===== src/rtl/dmem_arbiter_if.sv =====
// ----------------------------------------------------------------------------
// dmem_arbiter_if
// Bundle of every bus signal around the data-memory arbiter. The CPU
// load/store path, the DMA/debug port and the single-port memory all
// connect through it.
//   master : requester/environment side. Drives the CPU and DMA requests and
//            the memory read data. Observes the stall, grants and memory
//            strobes.
//   slave  : arbiter side (dmem_arbiter).
// ----------------------------------------------------------------------------
interface dmem_arbiter_if;
    // CPU (EX/MEM) load/store path
    logic        cpu_req;
    logic        cpu_we;
    logic [31:0] cpu_addr;
    logic [31:0] cpu_wdata;
    logic [31:0] cpu_rdata;
    logic        cpu_stall;
    // DMA / debug port
    logic        dma_req;
    logic        dma_we;
    logic [31:0] dma_addr;
    logic [31:0] dma_wdata;
    logic        dma_gnt;
    logic        dma_done;
    logic [31:0] dma_rdata;
    // single-port data memory
    logic        mem_en;
    logic        mem_we;
    logic [31:0] mem_addr;
    logic [31:0] mem_wdata;
    logic [31:0] mem_rdata;

    modport master (
        output cpu_req, cpu_we, cpu_addr, cpu_wdata,
        output dma_req, dma_we, dma_addr, dma_wdata,
        output mem_rdata,
        input  cpu_rdata, cpu_stall,
        input  dma_gnt, dma_done, dma_rdata,
        input  mem_en, mem_we, mem_addr, mem_wdata
    );

    modport slave (
        input  cpu_req, cpu_we, cpu_addr, cpu_wdata,
        input  dma_req, dma_we, dma_addr, dma_wdata,
        input  mem_rdata,
        output cpu_rdata, cpu_stall,
        output dma_gnt, dma_done, dma_rdata,
        output mem_en, mem_we, mem_addr, mem_wdata
    );
endinterface


===== src/rtl/dmem_arbiter.sv =====
// ----------------------------------------------------------------------------
// dmem_arbiter
// Shares the single-port data memory between the MEM-stage load/store path
// and a DMA/debug port. Each access holds the memory for WAIT_CYC cycles
// after a one-cycle IDLE arbitration slot. The CPU has priority. A streak
// counter hands the memory to a waiting DMA after STARVE_MAX consecutive
// contended CPU grants.
// Ports:
//   CLK  : clock
//   RST  : asynchronous, active-low reset
//   bus  : dmem_arbiter_if.slave. CPU request/stall/read data, DMA
//          request/grant/done/read data, and memory strobes/address/data.
// Parameters:
//   WAIT_CYC   : memory access length in cycles (1..15)
//   STARVE_MAX : max consecutive CPU grants while DMA waits (1..15)
// ----------------------------------------------------------------------------
module dmem_arbiter #(
    parameter int WAIT_CYC   = 2,
    parameter int STARVE_MAX = 4
) (
    input logic           CLK,
    input logic           RST,
    dmem_arbiter_if.slave bus
);

    typedef enum logic [1:0] {IDLE, CPU_BUSY, DMA_BUSY} state_t;

    localparam logic [3:0] LAST_CNT  = 4'(WAIT_CYC - 1);
    localparam logic [3:0] STARVE_LIM = 4'(STARVE_MAX);

    state_t      state, state_nxt;
    logic [3:0]  cnt, cnt_nxt;
    logic [3:0]  streak, streak_nxt;
    logic [31:0] dma_rdata_q;

    // Access descriptor captured at the grant edge. After a flush (cpu_req
    // dropped mid-access) the pipeline may change its inputs, but the access
    // still completes with the address, data and write enable it was granted
    // with.
    logic        acc_we;
    logic [31:0] acc_addr;
    logic [31:0] acc_wdata;

    logic busy;
    logic last;

    assign busy = (state != IDLE);
    assign last = busy && (cnt == LAST_CNT);

    // ------------------------------------------------------------------
    // Next-state logic: arbitration in IDLE, wait counting in BUSY.
    // ------------------------------------------------------------------
    always_comb begin
        // NOTE: every variable gets a default before the case statement, so
        // no path leaves it unassigned and no latch is inferred.
        state_nxt  = state;
        cnt_nxt    = cnt;
        streak_nxt = streak;
        case (state)
            IDLE: begin
                cnt_nxt = 4'd0;
                if (bus.dma_req && (!bus.cpu_req || streak == STARVE_LIM)) begin
                    state_nxt  = DMA_BUSY;
                    streak_nxt = 4'd0;
                end else if (bus.cpu_req) begin
                    state_nxt = CPU_BUSY;
                    if (!bus.dma_req)
                        streak_nxt = 4'd0;
                    else if (streak != STARVE_LIM)
                        streak_nxt = streak + 4'd1;
                end
            end
            CPU_BUSY, DMA_BUSY: begin
                // Accesses are never preempted; completion always returns to IDLE.
                if (cnt == LAST_CNT) begin
                    state_nxt = IDLE;
                    cnt_nxt   = 4'd0;
                end else begin
                    cnt_nxt = cnt + 4'd1;
                end
            end
            default: begin
                state_nxt = IDLE;
                cnt_nxt   = 4'd0;
            end
        endcase
    end

    // NOTE: sequential state uses non-blocking assignments only, so every
    // flop samples values from before the edge regardless of statement order.
    always_ff @(posedge CLK or negedge RST) begin
        if (!RST) begin
            state  <= IDLE;
            cnt    <= 4'd0;
            streak <= 4'd0;
        end else begin
            state  <= state_nxt;
            cnt    <= cnt_nxt;
            streak <= streak_nxt;
        end
    end

    // Latch the winning source's descriptor when leaving IDLE.
    always_ff @(posedge CLK or negedge RST) begin
        if (!RST) begin
            acc_we    <= 1'b0;
            acc_addr  <= 32'd0;
            acc_wdata <= 32'd0;
        end else if (state == IDLE) begin
            if (state_nxt == DMA_BUSY) begin
                acc_we    <= bus.dma_we;
                acc_addr  <= bus.dma_addr;
                acc_wdata <= bus.dma_wdata;
            end else if (state_nxt == CPU_BUSY) begin
                acc_we    <= bus.cpu_we;
                acc_addr  <= bus.cpu_addr;
                acc_wdata <= bus.cpu_wdata;
            end
        end
    end

    // DMA read data is held until the next DMA read completes.
    always_ff @(posedge CLK or negedge RST) begin
        if (!RST)
            dma_rdata_q <= 32'd0;
        else if (state == DMA_BUSY && last && !acc_we)
            dma_rdata_q <= bus.mem_rdata;
    end

    // ------------------------------------------------------------------
    // Outputs
    // ------------------------------------------------------------------
    assign bus.mem_en    = busy;
    // The write strobe appears only in the completion cycle. An access cut
    // off by reset therefore never commits.
    assign bus.mem_we    = last && acc_we;
    assign bus.mem_addr  = busy ? acc_addr  : 32'd0;
    assign bus.mem_wdata = busy ? acc_wdata : 32'd0;

    assign bus.cpu_stall = bus.cpu_req && !(state == CPU_BUSY && last);
    assign bus.cpu_rdata = (state == CPU_BUSY && last) ? bus.mem_rdata : 32'd0;

    assign bus.dma_gnt   = (state == DMA_BUSY);
    assign bus.dma_done  = (state == DMA_BUSY) && last;
    assign bus.dma_rdata = dma_rdata_q;

endmodule

===== src/flat_wrapper.sv =====
// flat-port wrapper written by rule: the top's interface ports become plain ports
module dmem_arbiter_flat 
#(
    parameter int WAIT_CYC   = 2,
    parameter int STARVE_MAX = 4
)
  (CLK, RST, bus_cpu_req, bus_cpu_we, bus_cpu_addr, bus_cpu_wdata, bus_dma_req, bus_dma_we, bus_dma_addr, bus_dma_wdata, bus_mem_rdata, bus_cpu_rdata, bus_cpu_stall, bus_dma_gnt, bus_dma_done, bus_dma_rdata, bus_mem_en, bus_mem_we, bus_mem_addr, bus_mem_wdata);
  dmem_arbiter_if bus_i ();
  input logic CLK;
  input logic RST;
  input wire logic [$bits(bus_i.cpu_req)-1:0] bus_cpu_req;
  input wire logic [$bits(bus_i.cpu_we)-1:0] bus_cpu_we;
  input wire logic [$bits(bus_i.cpu_addr)-1:0] bus_cpu_addr;
  input wire logic [$bits(bus_i.cpu_wdata)-1:0] bus_cpu_wdata;
  input wire logic [$bits(bus_i.dma_req)-1:0] bus_dma_req;
  input wire logic [$bits(bus_i.dma_we)-1:0] bus_dma_we;
  input wire logic [$bits(bus_i.dma_addr)-1:0] bus_dma_addr;
  input wire logic [$bits(bus_i.dma_wdata)-1:0] bus_dma_wdata;
  input wire logic [$bits(bus_i.mem_rdata)-1:0] bus_mem_rdata;
  output wire logic [$bits(bus_i.cpu_rdata)-1:0] bus_cpu_rdata;
  output wire logic [$bits(bus_i.cpu_stall)-1:0] bus_cpu_stall;
  output wire logic [$bits(bus_i.dma_gnt)-1:0] bus_dma_gnt;
  output wire logic [$bits(bus_i.dma_done)-1:0] bus_dma_done;
  output wire logic [$bits(bus_i.dma_rdata)-1:0] bus_dma_rdata;
  output wire logic [$bits(bus_i.mem_en)-1:0] bus_mem_en;
  output wire logic [$bits(bus_i.mem_we)-1:0] bus_mem_we;
  output wire logic [$bits(bus_i.mem_addr)-1:0] bus_mem_addr;
  output wire logic [$bits(bus_i.mem_wdata)-1:0] bus_mem_wdata;
  assign bus_i.cpu_req = bus_cpu_req;
  assign bus_i.cpu_we = bus_cpu_we;
  assign bus_i.cpu_addr = bus_cpu_addr;
  assign bus_i.cpu_wdata = bus_cpu_wdata;
  assign bus_i.dma_req = bus_dma_req;
  assign bus_i.dma_we = bus_dma_we;
  assign bus_i.dma_addr = bus_dma_addr;
  assign bus_i.dma_wdata = bus_dma_wdata;
  assign bus_i.mem_rdata = bus_mem_rdata;
  assign bus_cpu_rdata = bus_i.cpu_rdata;
  assign bus_cpu_stall = bus_i.cpu_stall;
  assign bus_dma_gnt = bus_i.dma_gnt;
  assign bus_dma_done = bus_i.dma_done;
  assign bus_dma_rdata = bus_i.dma_rdata;
  assign bus_mem_en = bus_i.mem_en;
  assign bus_mem_we = bus_i.mem_we;
  assign bus_mem_addr = bus_i.mem_addr;
  assign bus_mem_wdata = bus_i.mem_wdata;
  dmem_arbiter #(.WAIT_CYC(WAIT_CYC), .STARVE_MAX(STARVE_MAX)) u_core (.CLK(CLK), .RST(RST), .bus(bus_i));
endmodule

===== config.mk =====
export PLATFORM = sky130hd
export DESIGN_NAME = dmem_arbiter_flat
export DESIGN_NICKNAME = d
export VERILOG_FILES = /design/src/rtl/dmem_arbiter_if.sv /design/src/rtl/dmem_arbiter.sv /design/src/flat_wrapper.sv
export SDC_FILE = /design/constraint.sdc
export NUM_CORES = 1
export LEC_CHECK = 0
export ABC_AREA = 1
export CAP_MARGIN = 20
export CORE_ASPECT_RATIO = 1.4
export CORE_UTILIZATION = 39
export DETAILED_ROUTE_END_ITERATION = 10
export MAX_ROUTING_LAYER = met4
export PLACE_DENSITY = 0.81
export SETUP_SLACK_MARGIN = 0.4
export SYNTH_ARGS = -nofsm -noshare
export SYNTH_HDL_FRONTEND = slang
export SYNTH_SLANG_ARGS = --single-unit

===== constraint.sdc =====
create_clock -name CLK -period 2.8 [get_ports CLK]
set_input_delay 0.7 -clock CLK [delete_from_list [all_inputs] [get_ports CLK]]
set_output_delay 0.7 -clock CLK [all_outputs]
set_load 0.02 [all_outputs]

Word level (Yosys, flattened, before mapping)
Cells that the tools add are included.
- bits in registers: 107
- logic and storage cells: 54
- output and inout bits: 133
- bits of input ports: 166
- multiplexer cells: 19
- $add $sub $neg: 2
- reductions and logical operators: 18
- equality and inequality tests: 8
- operators with widths (kind ; number):
    32-bit 2-to-1 mux ; 7
    4-bit 2-to-1 mux ; 6
    4-bit by 1-bit adder with 4-bit output (second input constant) ; 2
    1-bit logical AND ; 7
    2-bit 2-to-1 mux ; 3
    2-bit nonzero test ; 3
    2-bit by 1-bit == test with 1-bit output (second input constant) ; 2
    2-bit == test (second input constant) ; 2
    4-bit by 1-bit == test with 1-bit output (second input constant) ; 1
    4-bit by 3-bit == test with 1-bit output (second input constant) ; 1
    4-bit by 3-bit != test with 1-bit output (second input constant) ; 1
    2-bit case mux with 2 select lines ; 1
    1-bit logical NOT ; 3
    3-bit by 1-bit != test with 1-bit output (second input constant) ; 1
    3-bit AND reduction ; 1
    2-bit logical NOT ; 1
    1-bit 2-to-1 mux ; 2
    2-bit AND reduction ; 1
    2-bit OR reduction ; 1
    1-bit logical OR ; 1

Logic depth before layout (Yosys ltp)
- depth in word-level cells: 8
- mapped depth: 15
- mapped depth without buffers: 12

Worst setup path after synthesis
Ideal clock, no wire load.
- path type: reg-to-output
- start: reg u_core.state[0]
- end: out bus_cpu_rdata[10]
- arrival: 1.572 ns
- setup slack: 0.528 ns
- buffers on the path: 2
- stages on the path, launching flop included: 8
- required time: 2.100 ns
- cells stage by stage: dfrtp_1 inv_1 ha_1 buf_4 inv_4 nand4_1 buf_2 nor2_1
- cells in the longest elaborated chain, start to end: 4
- elaborated cells between the ends (all ways): 5
- classes of those cells: eq/ne: 1; mux: 1; reduce/logical: 3
- ends and longest elaborated chain (item ; line ; text):
    start: declaration ; dmem_arbiter.sv:31 ; state_t state, state_nxt;
    start signal: assignment ; dmem_arbiter.sv:97 ; state <= state_nxt;
    2-bit nonzero test ; dmem_arbiter.sv:47 ; assign busy = (state != IDLE);
    named net bus_mem_en ; flat_wrapper.sv:25 ; output wire logic [$bits(bus_i.mem_en)-1:0] bus_mem_en;
    1-bit logical AND ; dmem_arbiter.sv:48 ; assign last = busy && (cnt == LAST_CNT);
    1-bit logical AND ; dmem_arbiter.sv:141 ; assign bus.cpu_rdata = (state == CPU_BUSY && last) ? bus.mem_rdata : 32'd0;
    32-bit 2-to-1 mux ; dmem_arbiter.sv:141 ;
    end: declaration ; flat_wrapper.sv:20 ; output wire logic [$bits(bus_i.cpu_rdata)-1:0] bus_cpu_rdata;
The timed path passes the listed nets, and every way through them passes these cells.

Final worst setup path
- start: reg u_core.state[0]
- end: out bus_mem_wdata[14]
- cells in the longest elaborated chain, start to end: 2
- ends and longest elaborated chain (item ; line ; text):
    2-bit nonzero test ; dmem_arbiter.sv:47 ;
    32-bit 2-to-1 mux ; dmem_arbiter.sv:138 ; assign bus.mem_wdata = busy ? acc_wdata : 32'd0;
    end: declaration ; flat_wrapper.sv:28 ; output wire logic [$bits(bus_i.mem_wdata)-1:0] bus_mem_wdata;
No other way between the ends.

==> flow_summary.json <==
{
  "cts_tree": "yes",
  "finalWeightedCongestion": 0.8204,
  "dieArea_sq_um": 14490,
  "postRouteAntennaNets": 0,
  "cp_slowest_cell": "dfrtp_1",
  "finalHoldViolCount": 0,
  "r2r_cells": 13,
  "async_flop_share_pct": 100.0,
  "worst-r2r-setup-slack_ps": 410,
  "grt_pass1_vias": 5897,
  "synth_ff_type": "dfrtp_1",
  "initial_core_util_pct": 40.42,
  "layout_setup_ws_ps": 374.0,
  "die_height_um": 142.0,
  "clk-insertion-delay-late_ps": 340,
  "synth_cell_types": 21,
  "vias": 6096,
  "grt_usage_pct": 26.58,
  "worstPathCellList": "inv_2 > ha_4 > buf_8 > buf_12 > buf_12 > clkbuf_16 > nor2_4 > buf_6",
  "placed_area_sq_um": 8593,
  "avgSynthCellArea_sq_um": 7.692,
  "clockBufferDepth": 2,
  "die_w_um": 102.0,
  "critical-path-top-delay-family": "buffers and inverters",
  "synth_top_area_share_pct": 49.03,
  "dp_hpwl_um": 12180,
  "root_buffer": "clkbuf_16",
  "antenna_found_initial": 0,
  "syn2layout_area_growth_pct": 83.50,
  "worstPathBufferInverterCount": 6,
  "p_per_area_nw_per_um2": 1285,
  "drive_above_1_share_pct": 25.24,
  "worst_ep_arrival_time_ps": 1730,
  "crit_start": "u_core.state[0]",
  "max_stage_delay_ps": 370,
  "ys_seq_area_share_pct": 49.03,
  "avgViaCountPerCell": 5.030,
  "crit_top_cell": "buf_12",
  "maxSlewHeadroom_pct": 52.13,
  "rows": 50,
  "setup_tns_ps": 0,
  "synthAdderAreaFrac_pct": 2.062,
  "status": "completed",
  "met2_wirelength_um": 11310,
  "coreArea_sq_um": 13510,
  "endpoint_kind": "primary output",
  "worstMarginPinSlew_ps": 716.3,
  "finalSetupViolations": 0,
  "grt_max_degree": 108,
  "syn_area_sq_um": 5461,
  "synth_xor_area_share_pct": 0.6415,
  "syn_nets": 885,
  "grt-ovfl-total": 0,
  "grt_pass1_wl_um": 28890,
  "r2r_start": "u_core.state[0]",
  "highest_layer": "met4",
  "final_nets": 1200,
  "slew_violations": 0,
  "cts_made_buffers": 9,
  "rsz0062_at_grt": "yes",
  "num_antenna_cells": 0,
  "fin_crit_sh_pct": 86.64,
  "port_buffers": 298,
  "path_class": "flop to primary output",
  "dr_wl_met3_um": 1105,
  "cp_max_fo": 5,
  "synthSimpleGateAreaFrac_pct": 19.13,
  "drtPass1Iterations": 4,
  "worstSetupEndpoint": "bus_mem_wdata[14]",
  "nFillCells": 1035,
  "h-tree-depth": 3,
  "maxCapViolCount": 0,
  "worstHoldPathType": "input pin to async pin",
  "drtIter0Drc": 249,
  "synth_mux_area_share_pct": 0,
  "synthCells": 710,
  "drt-met1-wl_um": 7459,
  "clkTransAtPathRegs_ps": 80,
  "synth_compound_area_share_pct": 16.61,
  "ios": 299,
  "peakVddDrop_mv": 1.027,
  "cp-start-kind": "flop",
  "min_period_ps": 2426,
  "cts-hold-fix-buffers": 0,
  "routedWlPerCell_um": 17.01,
  "final_common_cell": "clkdlybuf4s50_1",
  "clock_skew_ps": 9.467,
  "crit_required_ps": 2100,
  "seq_area_sq_um": 2678,
  "r2r_end": "u_core.acc_we",
  "design_area_sq_um": 10020,
  "dp_slack_ps": 9.022,
  "clock_sinks": 107,
  "synth_top_family_by_area": "simple AND/OR/NAND/NOR gates",
  "mostFrequentLayoutCells": "194 x clkdlybuf4s50_1, 130 x nor2_1, 108 x inv_1",
  "yosys-top-cells-area": "dfrtp_1 49%, nor2_1 11%, o21ai_0 9.0%",
  "drc": 0,
  "yosys_warnings": 0,
  "wl_um": 20620,
  "max_freq_mhz": 412.2,
  "synth_edf_count": 0,
  "ys_ff_latch": 107,
  "synth_top_area_cell": "dfrtp_1",
  "multi_input_area_sq_um": 2676,
  "final_util_pct": 74.17,
  "cp_num_cells": 8,
  "p_leak_nw": 4.627
}
[worst reg2reg max path, cell delays in order (launching register included)]
cell	delay, ps
dfrtp_1	400
inv_2	90
ha_4	190
buf_8	130
buf_12	120
buf_16	130
nand3_4	80
a21oi_4	200
ha_4	230
nor2_4	170
buf_6	180
clkbuf_16	190
o21ai_2	60
o22ai_1	140
[state kept, by name (all words and copies together), names as in the netlist]
register / flops
u_core.streak: 4
u_core.acc_wdata: 32
u_core.acc_addr: 32
u_core.state: 2
u_core.bus.dma_rdata: 32
u_core.acc_we: 1
u_core.cnt: 4
[cells by family (layout without fill, tap and decap cells)]
kind of cell	Yosys count	in the layout
buffers and inverters	160	480
adder cells (fa/ha/maj)	9	9
XOR/XNOR	4	4
flip-flops	107	107
AND/OR/NAND/NOR	265	265
AO/OA/AOI/OAI	165	165
[cell usage after synthesis, drive strengths merged (3+ instances only)]
cell / number
nand2: 86
o21ai: 98
o22ai: 65
xor2: 3
dfrtp: 107
ha: 9
clkbuf: 18
nor2: 169
nand3: 5
buf: 30
nand4: 4
inv: 112
[layer usage]
metal / GRT usage (%) / up-vias
met5: - / -
met4: 11.35 / 0
met3: 3.635 / 45
met2: 47.55 / 245
met1: 29.01 / 2907
li1: - / 2899
[worst min path at each step]
stage                                   from                  endpoint  slack [ps]  cells past startpoint
CTS                                      RST        u_core.acc_addr[2]         460                      2
global route                             RST        u_core.acc_addr[2]         430                      2
finish                                   RST        u_core.acc_addr[2]         390                      2
global placement    u_core.bus.dma_rdata[14]  u_core.bus.dma_rdata[14]         480                      2
detailed placement   u_core.bus.dma_rdata[2]   u_core.bus.dma_rdata[2]         490                      2
floorplan                                RST        u_core.acc_addr[0]         400                      0
[where the power goes]
part / leakage [nW] / switching (mW) / internal (mW)
Sequential: 1.27 / 0.264 / 2.32
Combinational: 3.21 / 4.83 / 4.13
Clock: 0.152 / 0.595 / 0.747
Total: 4.63 / 5.69 / 7.19
[metrics by stage]
stage / total power [mW] / hold WS (ps) / std cells
after floorplan: 6.280 / 404.4 / 710
after global placement: 8.598 / 477.6 / 1156
after detailed placement: 8.736 / 486.7 / 1156
after CTS: 10.78 / 455.6 / 1193
after global routing: 13.59 / 433.7 / 1212
final: 12.88 / 386.6 / 1212
[what timing repair did]
| item | 4_1_cts | 5_1_grt |
|---|---|---|
| endpoints found under the setup margin | 166 | 143 |
| gates resized for setup | 335 | 295 |
| buffers inserted | 12 | 9 |
| gates cloned | 9 | 10 |
| pin swaps | 5 | 77 |
| endpoints found under the hold margin | 0 | 0 |
[cell type report]
class,instances,share of cell area (%)
multi-input cells,443,26.70
flip-flops and latches,107,26.72
repair buffers,352,36.94
clock inverters,5,0.5993
clock buffers,11,2.522
well taps,182,2.272
inverters,112,4.245
Power figures use the tool's default switching activity.
